--- src/rtl/pipe_ctrl.sv ---
// MIPS 5-stage pipeline sequencing: memory-stall handshake, load-use bubble, branch flush.
// Stage load enables are combinational from state and inputs; bus_err and stall_cnt are registered.
module pipe_ctrl #(
  parameter int MEM_TIMEOUT = 64
) (
  input  logic        clk,
  input  logic        rst,
  input  logic        exmem_memread,
  input  logic        exmem_memwrite,
  input  logic        dmem_ack,
  input  logic        idex_memread,
  input  logic [4:0]  idex_rt,
  input  logic [4:0]  ifid_rs,
  input  logic [4:0]  ifid_rt,
  input  logic        branch_taken,
  output logic        dmem_req,
  output logic        pc_ld,
  output logic        ifid_ld,
  output logic        idex_ld,
  output logic        exmem_ld,
  output logic        memwb_ld,
  output logic        idex_bubble,
  output logic        ifid_flush,
  output logic        bus_err,
  output logic [15:0] stall_cnt
);

  typedef enum logic [1:0] {RUN, MEM_WAIT, ERROR} state_t;

  localparam logic [7:0] WAIT_LAST = 8'(MEM_TIMEOUT - 1);

  state_t      r_state;
  state_t      w_next;
  logic [7:0]  r_wait_cnt;
  logic [7:0]  w_wait_nxt;
  logic        r_bus_err;
  logic [15:0] r_stall_cnt;
  logic        w_mem_op;
  logic        w_lu_haz;
  logic        w_advance;

  assign w_mem_op = exmem_memread | exmem_memwrite;
  assign w_lu_haz = idex_memread && (idex_rt != 5'd0) &&
                    ((idex_rt == ifid_rs) || (idex_rt == ifid_rt));

  always_ff @(posedge clk or posedge rst) begin
    if (rst) begin
      r_state    <= RUN;
      r_wait_cnt <= 8'd0;
    end else begin
      r_state    <= w_next;
      r_wait_cnt <= w_wait_nxt;
    end
  end

  always_comb begin
    w_next      = r_state;
    w_wait_nxt  = r_wait_cnt;
    dmem_req    = 1'b0;
    w_advance   = 1'b0;
    pc_ld       = 1'b0;
    ifid_ld     = 1'b0;
    idex_ld     = 1'b0;
    exmem_ld    = 1'b0;
    memwb_ld    = 1'b0;
    idex_bubble = 1'b0;
    ifid_flush  = 1'b0;

    case (r_state)
      RUN: begin
        if (w_mem_op) begin
          dmem_req = 1'b1;
          if (dmem_ack) begin
            w_advance = 1'b1;
          end else begin
            w_next     = MEM_WAIT;
            w_wait_nxt = 8'd1;
          end
        end else begin
          w_advance = 1'b1;
        end
      end
      MEM_WAIT: begin
        dmem_req = 1'b1;
        if (dmem_ack) begin
          w_advance  = 1'b1;
          w_wait_nxt = 8'd0;
          w_next     = RUN;
        end else if (r_wait_cnt == WAIT_LAST) begin
          w_next = ERROR;
        end else begin
          w_wait_nxt = r_wait_cnt + 8'd1;
        end
      end
      ERROR: begin
        w_next = ERROR;
      end
      default: begin
        w_next     = RUN;
        w_wait_nxt = 8'd0;
      end
    endcase

    // A stalled or trapped pipe leaves every enable, bubble and flush low.
    if (w_advance) begin
      if (w_lu_haz) begin
        idex_ld     = 1'b1;
        exmem_ld    = 1'b1;
        memwb_ld    = 1'b1;
        idex_bubble = 1'b1;
      end else begin
        pc_ld      = 1'b1;
        ifid_ld    = 1'b1;
        idex_ld    = 1'b1;
        exmem_ld   = 1'b1;
        memwb_ld   = 1'b1;
        ifid_flush = branch_taken;
      end
    end
  end

  always_ff @(posedge clk or posedge rst) begin
    if (rst) begin
      r_bus_err   <= 1'b0;
      r_stall_cnt <= 16'd0;
    end else begin
      if (w_next == ERROR) begin
        r_bus_err <= 1'b1;
      end
      if ((r_state != ERROR) && !pc_ld && (r_stall_cnt != 16'hFFFF)) begin
        r_stall_cnt <= r_stall_cnt + 16'd1;
      end
    end
  end

  assign bus_err   = r_bus_err;
  assign stall_cnt = r_stall_cnt;

endmodule

--- config.mk ---
export PLATFORM = sky130hd
export DESIGN_NAME = pipe_ctrl
export DESIGN_NICKNAME = d
export VERILOG_FILES = /design/src/rtl/pipe_ctrl.sv
export SDC_FILE = /design/constraint.sdc
export NUM_CORES = 1
export LEC_CHECK = 0
export ABC_CLOCK_PERIOD_IN_PS = 5900
export CORE_MARGIN = 4
export CORE_UTILIZATION = 50
export CTS_BUF_LIST = sky130_fd_sc_hd__clkbuf_8 sky130_fd_sc_hd__clkbuf_16
export CTS_CLUSTER_SIZE = 24
export DETAILED_ROUTE_END_ITERATION = 8
export PLACE_DENSITY = 0.85
export SYNTH_ARGS = -nofsm -noshare
export SYNTH_HDL_FRONTEND = slang
export SYNTH_SLANG_ARGS = --single-unit
--- constraint.sdc ---
create_clock -name clk -period 5.9 [get_ports clk]
set_clock_uncertainty 0.2 [all_clocks]
set_input_delay 0.59 -clock clk [delete_from_list [all_inputs] [get_ports clk]]
set_output_delay 0.59 -clock clk [all_outputs]
set_load 0.01 [all_outputs]
Word level (Yosys, flattened, before mapping)
Cells that the tools add are included.
- bits of input ports: 22
- bits in latches: 0
- output and inout bits: 25
- memories: 0
- bits in read-only memories: 0
- register bits: 27
- logic and storage cells: 50
- memory bits (writable): 0
- equality and inequality tests: 11
- multiplexer cells: 22
- reduce and logical (&&, ||, !) cells: 9
- bitwise operators: 2
- magnitude comparators: 0
- divide/modulo/power cells: 0
- $mul: 0
- $add $sub $neg: 2
- shifts and indexed selects: 0
- operator list (operator ; count):
    $mux 8 ; 4
    $pmux 8 s3 ; 1
    $add 16x1->16 const B ; 1
    $ne 16x16->1 const B ; 1
    $eq 5x5->1 ; 2
    $mux 1 ; 10
    $add 8x1->8 const B ; 1
    $eq 8x6->1 const B ; 1
    $mux 2 ; 4
    $ne 2x2->1 const B ; 3
    $pmux 2 s3 ; 1
    $reduce_bool 5->1 ; 1
    $eq 2x2->1 const B ; 2
    $logic_and 1x1->1 ; 4
    $pmux 1 s2 ; 2
    $reduce_and 4->1 ; 1
    $ne 3x3->1 const B ; 1
    $eq 2x1->1 const B ; 1
    $logic_not 2->1 ; 1
    $logic_not 1->1 ; 1
    $logic_or 1x1->1 ; 1
    $not 1->1 ; 1
    $or 1x1->1 ; 1

Longest topological paths before layout
- depth after elaboration: 8
- depth in mapped cells: 8
- gate-level depth less buffers: 7

Worst setup path after synthesis
OpenSTA, ideal clock, no wires.
- path type: input -> output
- start point: input idex_rt[1]
- end point: output ifid_flush
- path buffers: 1
- stages on the path: 6
- arrival: 1.922 ns
- required time: 5.110 ns
- path slack: 3.188 ns
- cell sequence: or4_1 > o21ai_1 > inv_1 > a21oi_4 > buf_4 > and2_1
- cells in the longest elaborated chain, start to end: 5
- elaborated cells on any way between the ends: 8
- those cells by class: eq/ne (2); mux (2); reduce/logical (4)
- ends and longest elaborated chain (item ; RTL line ; source):
    from (decl) ; 12 ; input logic [4:0] idex_rt,
    $eq 5x5->1 or $reduce_bool 5->1 (tied branches) ; 44, 43 ;
    $logic_or 1x1->1 or $logic_and 1x1->1 (tied branches) ; 44, 43 ;
    $logic_and 1x1->1 * ; 43 ; assign w_lu_haz = idex_memread && (idex_rt != 5'd0) &&
    $mux 1 * ; 106 ; if (w_lu_haz) begin
    $mux 1 * ; 105 ; if (w_advance) begin
    to (decl) ; 23 ; output logic ifid_flush,
Every way passes the cells marked *; elsewhere a longest branch is shown, timed or not.

Worst setup path after layout
Same ends and word-level chain as after synthesis.

==> flow_summary_export.csv <==
group,metric,value,unit
place,port_buffers,46,
worst_setup_path,worstReg2RegStart,"stall_cnt[0]",
final_layout,multi_input_area,774,um2
drt,remaining_drc_errors,0,
floorplan,die_height,63.0,um
power_and_ir_drop,sw_frac_of_total,32.9,%
final_layout,area_growth,33.3,%
power_and_ir_drop,power_leakage,0.000826,uW
logic_synthesis,syn_area_per_cell,9.57,um2
worst_hold_path,worst_hold_path.num_cells,1,
place,hpwl_dp,2760,um
drt,detail_route.wirelength,3590,um
power_and_ir_drop,power_report.internal_total,375,uW
power_and_ir_drop,portion_of_total_power_attributed_to_the_clock_network,18.5,%
logic_synthesis,syn-instance-count,158,
worst_setup_path,timing.reg2reg.setup_slack,3380,ps
sta,maxClockFrequency,0.264,GHz
cts,cts.repair.resized,0,
cts,cts_post_setup_buffers_inserted,0,
cts,tritoncts_clock_tree,"done",
power_and_ir_drop,power_density,277,mW/mm2
logic_synthesis,synthDistinctLibCells,34,
cts,clk_pin_slew_worst_paths,90,ps
global_routing,initial_antenna_violation_count,0,
cts,numCtsBuffers,3,
logic_synthesis,synth_sequential_area_ratio,44.7,%
worst_setup_path,path_depth,7,
floorplan,num_io_pins,47,
cts,cts_hold_buf,0,
logic_synthesis,syn-cell-area,0.00151,mm2
sta,final_min_period_over_clock_period,64.2,%
worst_setup_path,crit_path_frequent_cell,"sky130_fd_sc_hd__clkdlybuf4s50_1",
power_and_ir_drop,power_frac_seq,47.9,%
worst_setup_path,timing.reg2reg.worst_path_depth,7,
place,final_weighted_congestion_of_routability_driven_global_placement,0.833,
worst_setup_path,worstPathMaxFanout,18,
cts,buffer_levels_on_the_longest_clock_path,2,
logic_synthesis,number_of_enable_flip_flop_cells_after_synthesis,0,
worst_setup_path,critPathKind,"in2out",
worst_setup_path,cp_num_buf_inv,3,
worst_setup_path,slowest_cp_cell,"sky130_fd_sc_hd__or4_1",
drt,route.antenna.remaining_nets,0,
logic_synthesis,netlist_top_cells_count,"27 x sky130_fd_sc_hd__dfrtp_1, 16 x sky130_fd_sc_hd__nand2_1, 15 x sky130_fd_sc_hd__nor2_1, 15 x sky130_fd_sc_hd__xnor2_1, 15 x sky130_fd_sc_hd__xor2_1",
sta,timing.max_slew.rel_slack,33.5,%
floorplan,fp.dieW,63.0,um
logic_synthesis,total_of_flip_flops_plus_latches_after_synthesis,27,
final_layout,finalCoreUtilization,71.3,%
worst_hold_path,hold_path.class,"reg2reg",
sta,slew_viol_final,0,
place,placed_cell_area,0.00197,mm2
worst_setup_path,critical_path.cell_chain,"clkdlybuf4s50_1, or4_1, o21ai_1, inv_1, a21oi_4, and2_1, clkdlybuf4s50_1",
drt,drt_pre_antenna_iters,4,
floorplan,design.die.area,0.00397,mm2
sta,final.setup.tns,0,ps
worst_setup_path,crit_end,"ifid_flush",
logic_synthesis,prevailing_post_synth_register_cell,"sky130_fd_sc_hd__dfrtp_1",
final_layout,design.final.nets,227,
drt,wire_per_inst,15.4,um
global_routing,grt_max_degree,28,
global_routing,via_count_of_the_first_global_routing_pass,1363,
sta,period_minus_slack,3790,ps
drt,detailedRoute.firstIterationViolations,136,
logic_synthesis,synthesis.yosys.warnings,0,
run_status,status,"finished clean",
worst_setup_path,arrival,3000,ps
final_layout,drive_above_1_share,3.47,%
floorplan,rows,19,
worst_setup_path,worst-endpoint-required,5110,ps
global_routing,globalRouteOverflowTotal,0,
drt,vias,1271,
final_layout,finalInstanceArea,0.00202,mm2
logic_synthesis,synth_top_cells_by_area,"sky130_fd_sc_hd__dfrtp_1 45%, sky130_fd_sc_hd__xnor2_1 8.7%, sky130_fd_sc_hd__xor2_1 8.7%",
logic_synthesis,post-synth-top-area-cell,"sky130_fd_sc_hd__dfrtp_1",
final_layout,filler_cell_count,226,
worst_setup_path,cp_launch_point,"idex_rt[1]",
floorplan,placeableCoreArea,0.00283,mm2
drt,routed_via_density,5.45,
worst_setup_path,worst_path_largest_cell_delay,540,ps
floorplan,start_util,53.5,%
global_routing,gr-usage-all-layers,20.2,%
flow_run,drv_cap,0,
worst_setup_path,cp_top_family,"buffers and inverters",
logic_synthesis,netlist.area_leader.share,44.7,%
logic_synthesis,net_count_after_synthesis,182,
worst_setup_path,cp-end-kind,"output pin",
cts,htree_levels,1,
final_layout,storage_cell_area,676,um2
power_and_ir_drop,max-vdd-ir-drop,0.000247,V
cts,clkLatencyLatePin,270,ps
sta,final-hold-violation-count,0,
global_routing,grt_pass1_wl,6400,um
worst_setup_path,crit-reg2reg-capture,"stall_cnt[1]",
cts,clock_sinks,27,
logic_synthesis,synth_async_sr_flop_share,100,%
cts,clock_tree.root_cell,"sky130_fd_sc_hd__clkbuf_8",
worst_setup_path,start_kind,"input pin",
logic_synthesis,synth.most_common_cell,"sky130_fd_sc_hd__dfrtp_1",
power_and_ir_drop,comb_power_share,33.6,%
sta,rsz0062_at_grt,"false",
power_and_ir_drop,netSwitchingPower,184,uW
sta,setup_viol,0,
sta,max_slew.worst_pin.slew,997,ps
final_layout,num_antenna_cells,0,
[power groups by stage]
stage	clock, uW	combinational [uW]	sequential [uW]
after floorplan	0	74.8	276
after global placement	0	183	267
after detailed placement	0	189	269
after CTS	108	191	267
after global routing	115	209	275
final	103	188	268
[flip-flops by register name (all words and copies together) (netlist names)]
register    count
r_state         2
bus_err         1
stall_cnt      16
r_wait_cnt      8
[through the flow]
| stage | power (uW) | hold WS, ps | setup WS, ps | instances |
|---|---|---|---|---|
| after global placement | 450 | 276 | 2160 | 229 |
| after floorplan | 351 | 276 | 3190 | 158 |
| after detailed placement | 458 | 274 | 2120 | 229 |
| after CTS | 565 | 292 | 2110 | 233 |
| after global routing | 599 | 328 | 1990 | 233 |
| final | 559 | 294 | 2110 | 233 |
[worst min-delay path by stage]
stage | startpoint | endpoint | slack, ps
CTS | stall_cnt[11] | stall_cnt[11] | 290
detailed placement | bus_err | bus_err | 270
floorplan | r_wait_cnt[1] | r_wait_cnt[1] | 280
global placement | bus_err | bus_err | 280
finish | stall_cnt[11] | stall_cnt[11] | 290
global route | bus_err | bus_err | 330
[cell usage in the layout (no fill, tap or decap), types with 2 or more instances in the layout]
master,n
sky130_fd_sc_hd__nor2_1,15
sky130_fd_sc_hd__and2_1,2
sky130_fd_sc_hd__nand4_1,6
sky130_fd_sc_hd__nor3_1,11
sky130_fd_sc_hd__nor4_2,2
sky130_fd_sc_hd__xnor2_1,15
sky130_fd_sc_hd__inv_1,7
sky130_fd_sc_hd__dfrtp_1,27
sky130_fd_sc_hd__nand3_1,8
sky130_fd_sc_hd__clkdlybuf4s50_1,46
sky130_fd_sc_hd__nand2_1,16
sky130_fd_sc_hd__ha_1,2
sky130_fd_sc_hd__xor2_1,15
sky130_fd_sc_hd__nor4_1,4
sky130_fd_sc_hd__o21ai_0,3
sky130_fd_sc_hd__clkbuf_8,3
sky130_fd_sc_hd__o21ai_1,3
[area by class of cell]
class	instances	area share, %
tap	31	1.92
multi-input combinational	119	38.4
clock inverter	1	0.186
sequential	27	33.5
inverter	6	1.12
timing repair buffer	46	22.8
clock buffer	3	2.05
[kinds of logic after synthesis]
group / share of synthesized area, %
flip-flops: 44.7
buffers and inverters: 4.14
adder cells (fa/ha/maj): 1.65
XOR/XNOR: 17.4
multiplexers: 0.744
AND/OR/NAND/NOR: 25.5
AO/OA/AOI/OAI: 5.96
[layer usage]
| metal | vias up | wire length, um | GRT usage [%] |
|---|---|---|---|
| met5 | - | 0 | 0 |
| met4 | 0 | 46 | 8.54 |
| met3 | 4 | 154 | 4.86 |
| met2 | 37 | 1880 | 34.0 |
| met1 | 601 | 1510 | 24.6 |
| li1 | 629 | - | - |
Power figures use the tool's default switching activity.
